<file path="config.mk">
export PLATFORM = sky130hd
export DESIGN_NAME = gpio_apb_arbiter_flat
export DESIGN_NICKNAME = d
export VERILOG_FILES = /design/src/rtl/gpio_apb_arbiter_if.sv /design/src/rtl/gpio_apb_arbiter.sv /design/src/flat_wrapper.sv
export SDC_FILE = /design/constraint.sdc
export NUM_CORES = 1
export LEC_CHECK = 0
export CAP_MARGIN = 20
export CORE_MARGIN = 3
export CORE_UTILIZATION = 42
export DETAILED_ROUTE_END_ITERATION = 8
export PLACE_DENSITY = 0.81
export SYNTH_ARGS = -nofsm -noshare
export SYNTH_HDL_FRONTEND = slang
export SYNTH_SLANG_ARGS = --single-unit
</file>
<file path="constraint.sdc">
create_clock -name PCLK -period 2 [get_ports PCLK]
set_input_delay 0.4 -clock PCLK [delete_from_list [all_inputs] [get_ports PCLK]]
set_output_delay 0.4 -clock PCLK [all_outputs]
set_load 0.02 [all_outputs]
</file>
<file path="src/rtl/gpio_apb_arbiter_if.sv">
// APB pin bundle between the arbiter (master)
// and the GPIO peripheral (slave).
interface gpio_apb_arbiter_if #(
  parameter int ADDR_W = 4,
  parameter int DATA_W = 32
);
  logic              PSEL;
  logic              PENABLE;
  logic              PWRITE;
  logic [ADDR_W-1:0] PADDR;
  logic [DATA_W-1:0] PWDATA;
  logic [DATA_W-1:0] PRDATA;
  logic              PREADY;

  modport master (
    output PSEL, PENABLE, PWRITE, PADDR, PWDATA,
    input  PRDATA, PREADY
  );

  modport slave (
    input  PSEL, PENABLE, PWRITE, PADDR, PWDATA,
    output PRDATA, PREADY
  );
endinterface

</file>
<file path="src/rtl/gpio_apb_arbiter.sv">
// Two-requester round-robin APB master in front
// of the GPIO slave, with ACCESS-phase timeout.
module gpio_apb_arbiter #(
  parameter int ADDR_W  = 4,
  parameter int DATA_W  = 32,
  parameter int TIMEOUT = 16
) (
  input  logic              PCLK,
  input  logic              PRESET,
  input  logic              req0,
  input  logic              we0,
  input  logic [ADDR_W-1:0] addr0,
  input  logic [DATA_W-1:0] wdata0,
  output logic              done0,
  output logic              err0,
  output logic [DATA_W-1:0] rdata0,
  input  logic              req1,
  input  logic              we1,
  input  logic [ADDR_W-1:0] addr1,
  input  logic [DATA_W-1:0] wdata1,
  output logic              done1,
  output logic              err1,
  output logic [DATA_W-1:0] rdata1,
  gpio_apb_arbiter_if.master apb
);

  localparam int CNT_W = (TIMEOUT > 2) ? $clog2(TIMEOUT) : 1;

  typedef enum logic [1:0] {
    IDLE, SETUP, ACCESS, DONE
  } state_e;

  state_e            state_q, state_d;
  logic              owner_q, owner_d;
  logic              last_q, last_d;
  logic [CNT_W-1:0]  cnt_q, cnt_d;
  logic              pwrite_q, pwrite_d;
  logic [ADDR_W-1:0] paddr_q, paddr_d;
  logic [DATA_W-1:0] pwdata_q, pwdata_d;
  logic [DATA_W-1:0] rdata0_q, rdata0_d;
  logic [DATA_W-1:0] rdata1_q, rdata1_d;
  logic              err0_q, err0_d;
  logic              err1_q, err1_d;
  logic              gnt;
  logic              fin;
  logic              tout;

  // Next-state: arbitration, command latch, ready/timeout handling
  always_comb begin
    state_d  = state_q;
    owner_d  = owner_q;
    last_d   = last_q;
    cnt_d    = cnt_q;
    pwrite_d = pwrite_q;
    paddr_d  = paddr_q;
    pwdata_d = pwdata_q;
    rdata0_d = rdata0_q;
    rdata1_d = rdata1_q;
    err0_d   = err0_q;
    err1_d   = err1_q;
    gnt      = 1'b0;
    fin      = 1'b0;
    tout     = 1'b0;
    unique case (state_q)
      IDLE: begin
        if (req0 || req1) begin
          // on a tie the port that did not win last time goes next
          gnt      = (req0 && req1) ? ~last_q : req1;
          owner_d  = gnt;
          last_d   = gnt;
          pwrite_d = gnt ? we1 : we0;
          paddr_d  = gnt ? addr1 : addr0;
          pwdata_d = gnt ? wdata1 : wdata0;
          state_d  = SETUP;
        end
      end
      SETUP: begin
        cnt_d   = '0;
        state_d = ACCESS;
      end
      ACCESS: begin
        if (apb.PREADY) begin
          fin = 1'b1;
        end else if (cnt_q == CNT_W'(TIMEOUT - 1)) begin
          fin  = 1'b1;
          tout = 1'b1;
        end else begin
          cnt_d = cnt_q + 1'b1;
        end
        if (fin) begin
          state_d = DONE;
          if (owner_q) begin
            err1_d = tout;
            if (tout)          rdata1_d = '0;
            else if (!pwrite_q) rdata1_d = apb.PRDATA;
          end else begin
            err0_d = tout;
            if (tout)          rdata0_d = '0;
            else if (!pwrite_q) rdata0_d = apb.PRDATA;
          end
        end
      end
      DONE: begin
        state_d = IDLE;
      end
      default: state_d = IDLE;
    endcase
  end

  // State and datapath registers, synchronous reset
  always_ff @(posedge PCLK) begin
    if (PRESET) begin
      state_q  <= IDLE;
      owner_q  <= 1'b0;
      last_q   <= 1'b1;
      cnt_q    <= '0;
      pwrite_q <= 1'b0;
      paddr_q  <= '0;
      pwdata_q <= '0;
      rdata0_q <= '0;
      rdata1_q <= '0;
      err0_q   <= 1'b0;
      err1_q   <= 1'b0;
    end else begin
      state_q  <= state_d;
      owner_q  <= owner_d;
      last_q   <= last_d;
      cnt_q    <= cnt_d;
      pwrite_q <= pwrite_d;
      paddr_q  <= paddr_d;
      pwdata_q <= pwdata_d;
      rdata0_q <= rdata0_d;
      rdata1_q <= rdata1_d;
      err0_q   <= err0_d;
      err1_q   <= err1_d;
    end
  end

  assign apb.PSEL    = (state_q == SETUP) || (state_q == ACCESS);
  assign apb.PENABLE = (state_q == ACCESS);
  assign apb.PWRITE  = pwrite_q;
  assign apb.PADDR   = paddr_q;
  assign apb.PWDATA  = pwdata_q;

  assign done0  = (state_q == DONE) && !owner_q;
  assign done1  = (state_q == DONE) && owner_q;
  assign err0   = err0_q;
  assign err1   = err1_q;
  assign rdata0 = rdata0_q;
  assign rdata1 = rdata1_q;

endmodule

</file>
<file path="src/flat_wrapper.sv">
// flat-port wrapper written by rule: the top's interface ports become plain ports
module gpio_apb_arbiter_flat 
#(
  parameter int ADDR_W  = 4,
  parameter int DATA_W  = 32,
  parameter int TIMEOUT = 16
)
  (PCLK, PRESET, req0, we0, addr0, wdata0, done0, err0, rdata0, req1, we1, addr1, wdata1, done1, err1, rdata1, apb_PSEL, apb_PENABLE, apb_PWRITE, apb_PADDR, apb_PWDATA, apb_PRDATA, apb_PREADY);
  gpio_apb_arbiter_if #(.ADDR_W(ADDR_W), .DATA_W(DATA_W)) apb_i ();
  input  logic PCLK;
  input  logic PRESET;
  input  logic req0;
  input  logic we0;
  input  logic [ADDR_W-1:0] addr0;
  input  logic [DATA_W-1:0] wdata0;
  output logic done0;
  output logic err0;
  output logic [DATA_W-1:0] rdata0;
  input  logic req1;
  input  logic we1;
  input  logic [ADDR_W-1:0] addr1;
  input  logic [DATA_W-1:0] wdata1;
  output logic done1;
  output logic err1;
  output logic [DATA_W-1:0] rdata1;
  output wire logic [$bits(apb_i.PSEL)-1:0] apb_PSEL;
  output wire logic [$bits(apb_i.PENABLE)-1:0] apb_PENABLE;
  output wire logic [$bits(apb_i.PWRITE)-1:0] apb_PWRITE;
  output wire logic [$bits(apb_i.PADDR)-1:0] apb_PADDR;
  output wire logic [$bits(apb_i.PWDATA)-1:0] apb_PWDATA;
  input wire logic [$bits(apb_i.PRDATA)-1:0] apb_PRDATA;
  input wire logic [$bits(apb_i.PREADY)-1:0] apb_PREADY;
  assign apb_PSEL = apb_i.PSEL;
  assign apb_PENABLE = apb_i.PENABLE;
  assign apb_PWRITE = apb_i.PWRITE;
  assign apb_PADDR = apb_i.PADDR;
  assign apb_PWDATA = apb_i.PWDATA;
  assign apb_i.PRDATA = apb_PRDATA;
  assign apb_i.PREADY = apb_PREADY;
  gpio_apb_arbiter #(.ADDR_W(ADDR_W), .DATA_W(DATA_W), .TIMEOUT(TIMEOUT)) u_core (.PCLK(PCLK), .PRESET(PRESET), .req0(req0), .we0(we0), .addr0(addr0), .wdata0(wdata0), .done0(done0), .err0(err0), .rdata0(rdata0), .req1(req1), .we1(we1), .addr1(addr1), .wdata1(wdata1), .done1(done1), .err1(err1), .rdata1(rdata1), .apb(apb_i));
endmodule
</file>
# Yosys cells after proc, flatten, opt, wreduce, memory -nomap -nowiden
# Index checks and enable logic that the tools add are counted.
word_totals:
  ff_bits: 111
  out_inout_bits: 107
  elab_cells: 55
op_classes:
  muxes: 17
  reduce_logical: 15
  addsub: 1
  bitwise_logic: 2
  n_eq_ne: 9
op_table:
  columns: ["operator", "count"]
  rows:
  - ["$mux 32", 3]
  - ["$mux 4", 3]
  - ["$reduce_and 3->1", 3]
  - ["$pmux 2 s4", 1]
  - ["$pmux 4 s2", 1]
  - ["$reduce_and 4->1", 2]
  - ["$mux 1", 7]
  - ["$ne 2x2->1 const B", 3]
  - ["$add 4x1->4 const B", 1]
  - ["$eq 2x2->1 const B", 2]
  - ["$eq 4x4->1 const B", 1]
  - ["$mux 2", 2]
  - ["$ne 2x1->1 const B", 2]
  - ["$reduce_and 2->1", 2]
  - ["$logic_and 1x1->1", 3]
  - ["$eq 2x1->1 const B", 1]
  - ["$logic_not 2->1", 1]
  - ["$logic_or 1x1->1", 2]
  - ["$not 1->1", 2]
  - ["$reduce_bool 2->1", 1]
  - ["$logic_not 1->1", 1]

# Longest topological paths before layout
# Gate-level depths: netlist of the first run.
depth:
  word_depth: 6
  depth_mapped: 8
  mapped_depth_nobuf: 5

# Worst setup path before layout of the first run
# No wires, ideal clock.
synth_path:
  path_type: "register -> register"
  start: "register u_core.state_q[0]"
  end: "register u_core.rdata1_q[26] (netlist: u_core.rdata1[26])"
  n_path_buf: 2
  stages_incl_launch_ff: 8
  setup_ps: 134
  arrival_ps: 1627
  period_less_slack_ps: 1761
  setup_slack_ps: 239
  cell_sequence: "dfxtp_1 inv_1 ha_1 buf_2 nand4b_1 nor3_2 buf_2 o22ai_1"
synth_between:
  elab_chain_len: 2
synth_lines:
  columns: ["element", "line_no", "source"]
  rows:
  - ["from (decl)", "gpio_apb_arbiter.sv:33", "state_e state_q, state_d;"]
  - ["from (signal assigned)", "gpio_apb_arbiter.sv:125", "state_q <= state_d;"]
  - ["$eq 2x2->1", null, null]
  - ["via apb_PENABLE", "flat_wrapper.sv:27", "output wire logic [$bits(apb_i.PENABLE)-1:0] apb_PENABLE;"]
  - ["$reduce_and 4->1 (no line)", null, null]
  - ["to (signal assigned)", "gpio_apb_arbiter.sv:133", "rdata1_q <= rdata1_d;"]
  - ["to (decl)", "gpio_apb_arbiter.sv:41", "logic [DATA_W-1:0] rdata1_q, rdata1_d;"]
# The timed path passes the listed nets, and every way through them passes these cells.
# A chain may end at the register's enable or synchronous reset.

# Final worst setup path of the first run
layout_path:
  start: "register u_core.state_q[0]"
  end: "output apb_PENABLE"
layout_between:
  elab_chain_len: 1
layout_lines:
  columns: ["element", "line_no", "source"]
  rows:
  - ["$eq 2x2->1", "gpio_apb_arbiter.sv:140", "assign apb.PENABLE = (state_q == ACCESS);"]
  - ["to (decl)", "flat_wrapper.sv:27", null]
# Every way passes these cells.

==> impl_metrics.ini, run 1 <==
[final_layout]
multi_input_area_sq_um = 2278
drive_gt1_share_pct = 5.685
design_area_sq_um = 7370
seq_area_sq_um = 2222
area.growth.synth_to_final_pct = 55.16
diodes = 0
nets = 798
fillerInstances = 871

[critical_path]
critPathKind = flip-flop to output pin
reg2reg_depth = 7
worstPathMaxFanout = 8
crit_required_ps = 1600
rr_startpoint = u_core.state_q[0]
reg2reg_slack_ps = 220
arrival_ps = 1480
cp-start-kind = flip-flop
reg2reg_to = u_core.rdata1[29]
end_kind = output pin

[synth]
synth_area_per_cell_sq_um = 9.733
ys_types = 38
ys_warn_count = 0
netlist_area_sq_um = 4750
synth_seq_area_share_pct = 46.79
synth.net_count = 605
synth_top_flop_cell = dfxtp_1
synth_edf_count = 0
ys_ff_latch = 111
syn_inst = 488
synth_async_sr_flop_share_pct = 0

[timing]
rsz0062_at_grt = false
skew_ps = 10.15
fmaxAchievable_mhz = 531.4
tns_ps = 0
min_period_ps = 1882
hold_viol = 0
fin_crit_sh_pct = 94.09
maxSlewViolCount = 0
timing.slew.headroom_pct = 76.80
finalSetupViolations = 0
tightest_slew_ps = 348.0

[floorplanning]
core_sq_um = 10940
rows = 38
die_h_um = 112.3
die_width_um = 112.3
initial_core_util_pct = 43.43
dieArea_sq_um = 12620
io_pins = 218

[grt]
overflow = 0
grt_pass1_wl_mm = 22.02
antenna_found_initial = 0
grtUsageTotal_pct = 20.82
grt_pass1_vias = 4556
grt_max_degree = 67

[placed_design]
hpwl_mm = 9.965
io_buffers = 217
placed_area_sq_um = 7077
place_congestion = 0.8203

[outcome]
outcome = finished, final reports clean

[clock_network]
root_buffer = clkbuf_16
h-tree-depth = 3
ctsLongestPathBuffers = 2
clock_sinks = 111
path_clk_slew_ps = 70
cts_tree = done
numCtsBuffers = 9
cts-hold-fix-buffers = 0
clk_latency_ps = 340

[job]
drv_cap = 0

[power]
power.leakage_nw = 2.648
power_density_nw_per_um2 = 978.8
vdd.ir_drop.worst_v = 0.0006732

[min_path]
min_delay_worst_endpoint = u_core.apb.PWDATA[8]
hold_path_class = flip-flop to flip-flop
hp-start = u_core.apb.PWDATA[8]
hold_depth = 2

[detailed_routing]
drc = 0
wl_per_cell_um = 16.22
drt_first_pass_iters = 6
viasPerCell = 5.362
wl_mm = 13.40
drtIter0Drc = 320
ant_nets = 0
vias = 4429
==> what timing repair did <==
action | 4_1_cts | 5_1_grt
setup endpoints to repair | 4 | 1
resized for setup | 4 | 1
gates cloned | 0 | 0
setup buffers | 0 | 0
==> metrics by stage <==
stage               instances  utilization [%]  hold WS (ps)  worst slack, ps  power (mW)
floorplan                 488                -         484.8            239.4       4.310
global placement          810            64.71         484.1            89.04       5.447
detailed placement        810            64.71         486.3            40.13       5.531
CTS                       826            67.38         500.6            71.99       7.283
global route              826            67.39         522.0            5.993       7.631
finish                    826            67.39         498.5            118.1       7.214
==> routing by layer <==
metal,wire [um],global-route usage (%)
met4,207,5.689
met1,5273,24.53
met3,1452,8.086
met5,0,0
met2,6466,35.48
==> registers in the layout (all words and copies together) (netlist names) <==
signal / count
u_core.apb.PWRITE: 1
u_core.rdata0: 32
u_core.last_q: 1
u_core.cnt_q: 4
u_core.err1: 1
u_core.apb.PADDR: 4
u_core.state_q: 2
u_core.err0: 1
u_core.rdata1: 32
u_core.owner_q: 1
u_core.apb.PWDATA: 32
==> worst max-delay path by stage <==
stage / end / cells after the start / from / slack (ps)
global route: apb_PENABLE / 3 / u_core.state_q[0] / 6
finish: apb_PENABLE / 3 / u_core.state_q[0] / 120
CTS: apb_PENABLE / 3 / u_core.state_q[0] / 70
detailed placement: u_core.rdata1[18] / 5 / apb_PREADY / 40
global placement: u_core.rdata1[17] / 5 / apb_PREADY / 90
floorplan: u_core.rdata1[26] / 7 / u_core.state_q[0] / 240
==> Yosys cell counts, types with 4 or more instances <==
library cell	number	share of area, %
o22ai_1	64	8.4
nand3_1	4	0.42
ha_1	6	1.6
nand2b_1	36	4.7
mux2i_1	38	8.0
a211oi_1	38	6.0
nor2_1	39	3.1
clkbuf_1	21	1.7
a21oi_1	4	0.42
buf_2	20	2.1
inv_1	4	0.32
dfxtp_1	111	47
buf_1	5	0.40
nand3b_1	64	10
==> layout make-up <==
cell class	count	share of cell area [%]
Timing Repair Buffer	232	32.28
Multi-Input combinational cell	322	30.92
Sequential cell	111	30.15
Clock buffer	10	3.243
Tap cell	140	2.377
Clock inverter	6	0.7810
Inverter	5	0.2547
==> power breakdown <==
group / switching [mW] / total [mW] / internal, mW
registers: 0.211 / 2.77 / 2.56
logic: 1.40 / 2.68 / 1.27
clock network: 0.851 / 1.76 / 0.912
==> critical path, cell delays in order, from the launching register on <==
cell	delay (ps)
dfxtp_1	330
inv_1	120
ha_1	310
clkdlybuf4s15_1	380
==> cell usage in the layout (no fill, tap or decap), types with 2 or more instances in the layout <==
cell,synthesis,layout
a31oi_1,3,3
a21oi_1,4,4
o22ai_1,64,64
dlygate4sd2_1,0,3
inv_6,0,2
o211ai_1,3,3
a311oi_1,2,2
nor2b_1,3,3
ha_1,6,6
inv_8,0,2
mux2i_1,38,38
buf_4,1,8
clkbuf_16,0,9
clkinv_4,0,2
inv_1,4,4
a211oi_1,38,38
nand3b_1,64,64
buf_12,2,8
nand2b_1,36,36
nor3_4,0,2
nand3_1,4,4
dfxtp_1,111,111
clkdlybuf4s50_1,0,212
nor2_1,39,39
nand4b_1,2,2
==> cells by family (layout without fill, tap and decap cells) <==
| kind of cell | after synthesis | after routing | synth area share (%) |
|---|---|---|---|
| flops | 111 | 111 | 46.79 |
| buf+inv | 55 | 253 | 5.796 |
| simple gates | 160 | 160 | 21.00 |
| compound gates | 118 | 118 | 16.83 |
| fa+ha+maj | 6 | 6 | 1.581 |
| mux | 38 | 38 | 8.008 |
Note: power is estimated with default switching activity, not from simulation.
==> inputs of run 2 (changes only) <==
--- a/config.mk
+++ b/config.mk
@@ -10,6 +10,7 @@
 export CORE_UTILIZATION = 42
 export DETAILED_ROUTE_END_ITERATION = 8
 export PLACE_DENSITY = 0.81
+export SLEW_MARGIN = 5
 export SYNTH_ARGS = -nofsm -noshare
 export SYNTH_HDL_FRONTEND = slang
 export SYNTH_SLANG_ARGS = --single-unit
==> results of run 2 <==
The final DEF is identical to that of run 1; final timing and power are the same.
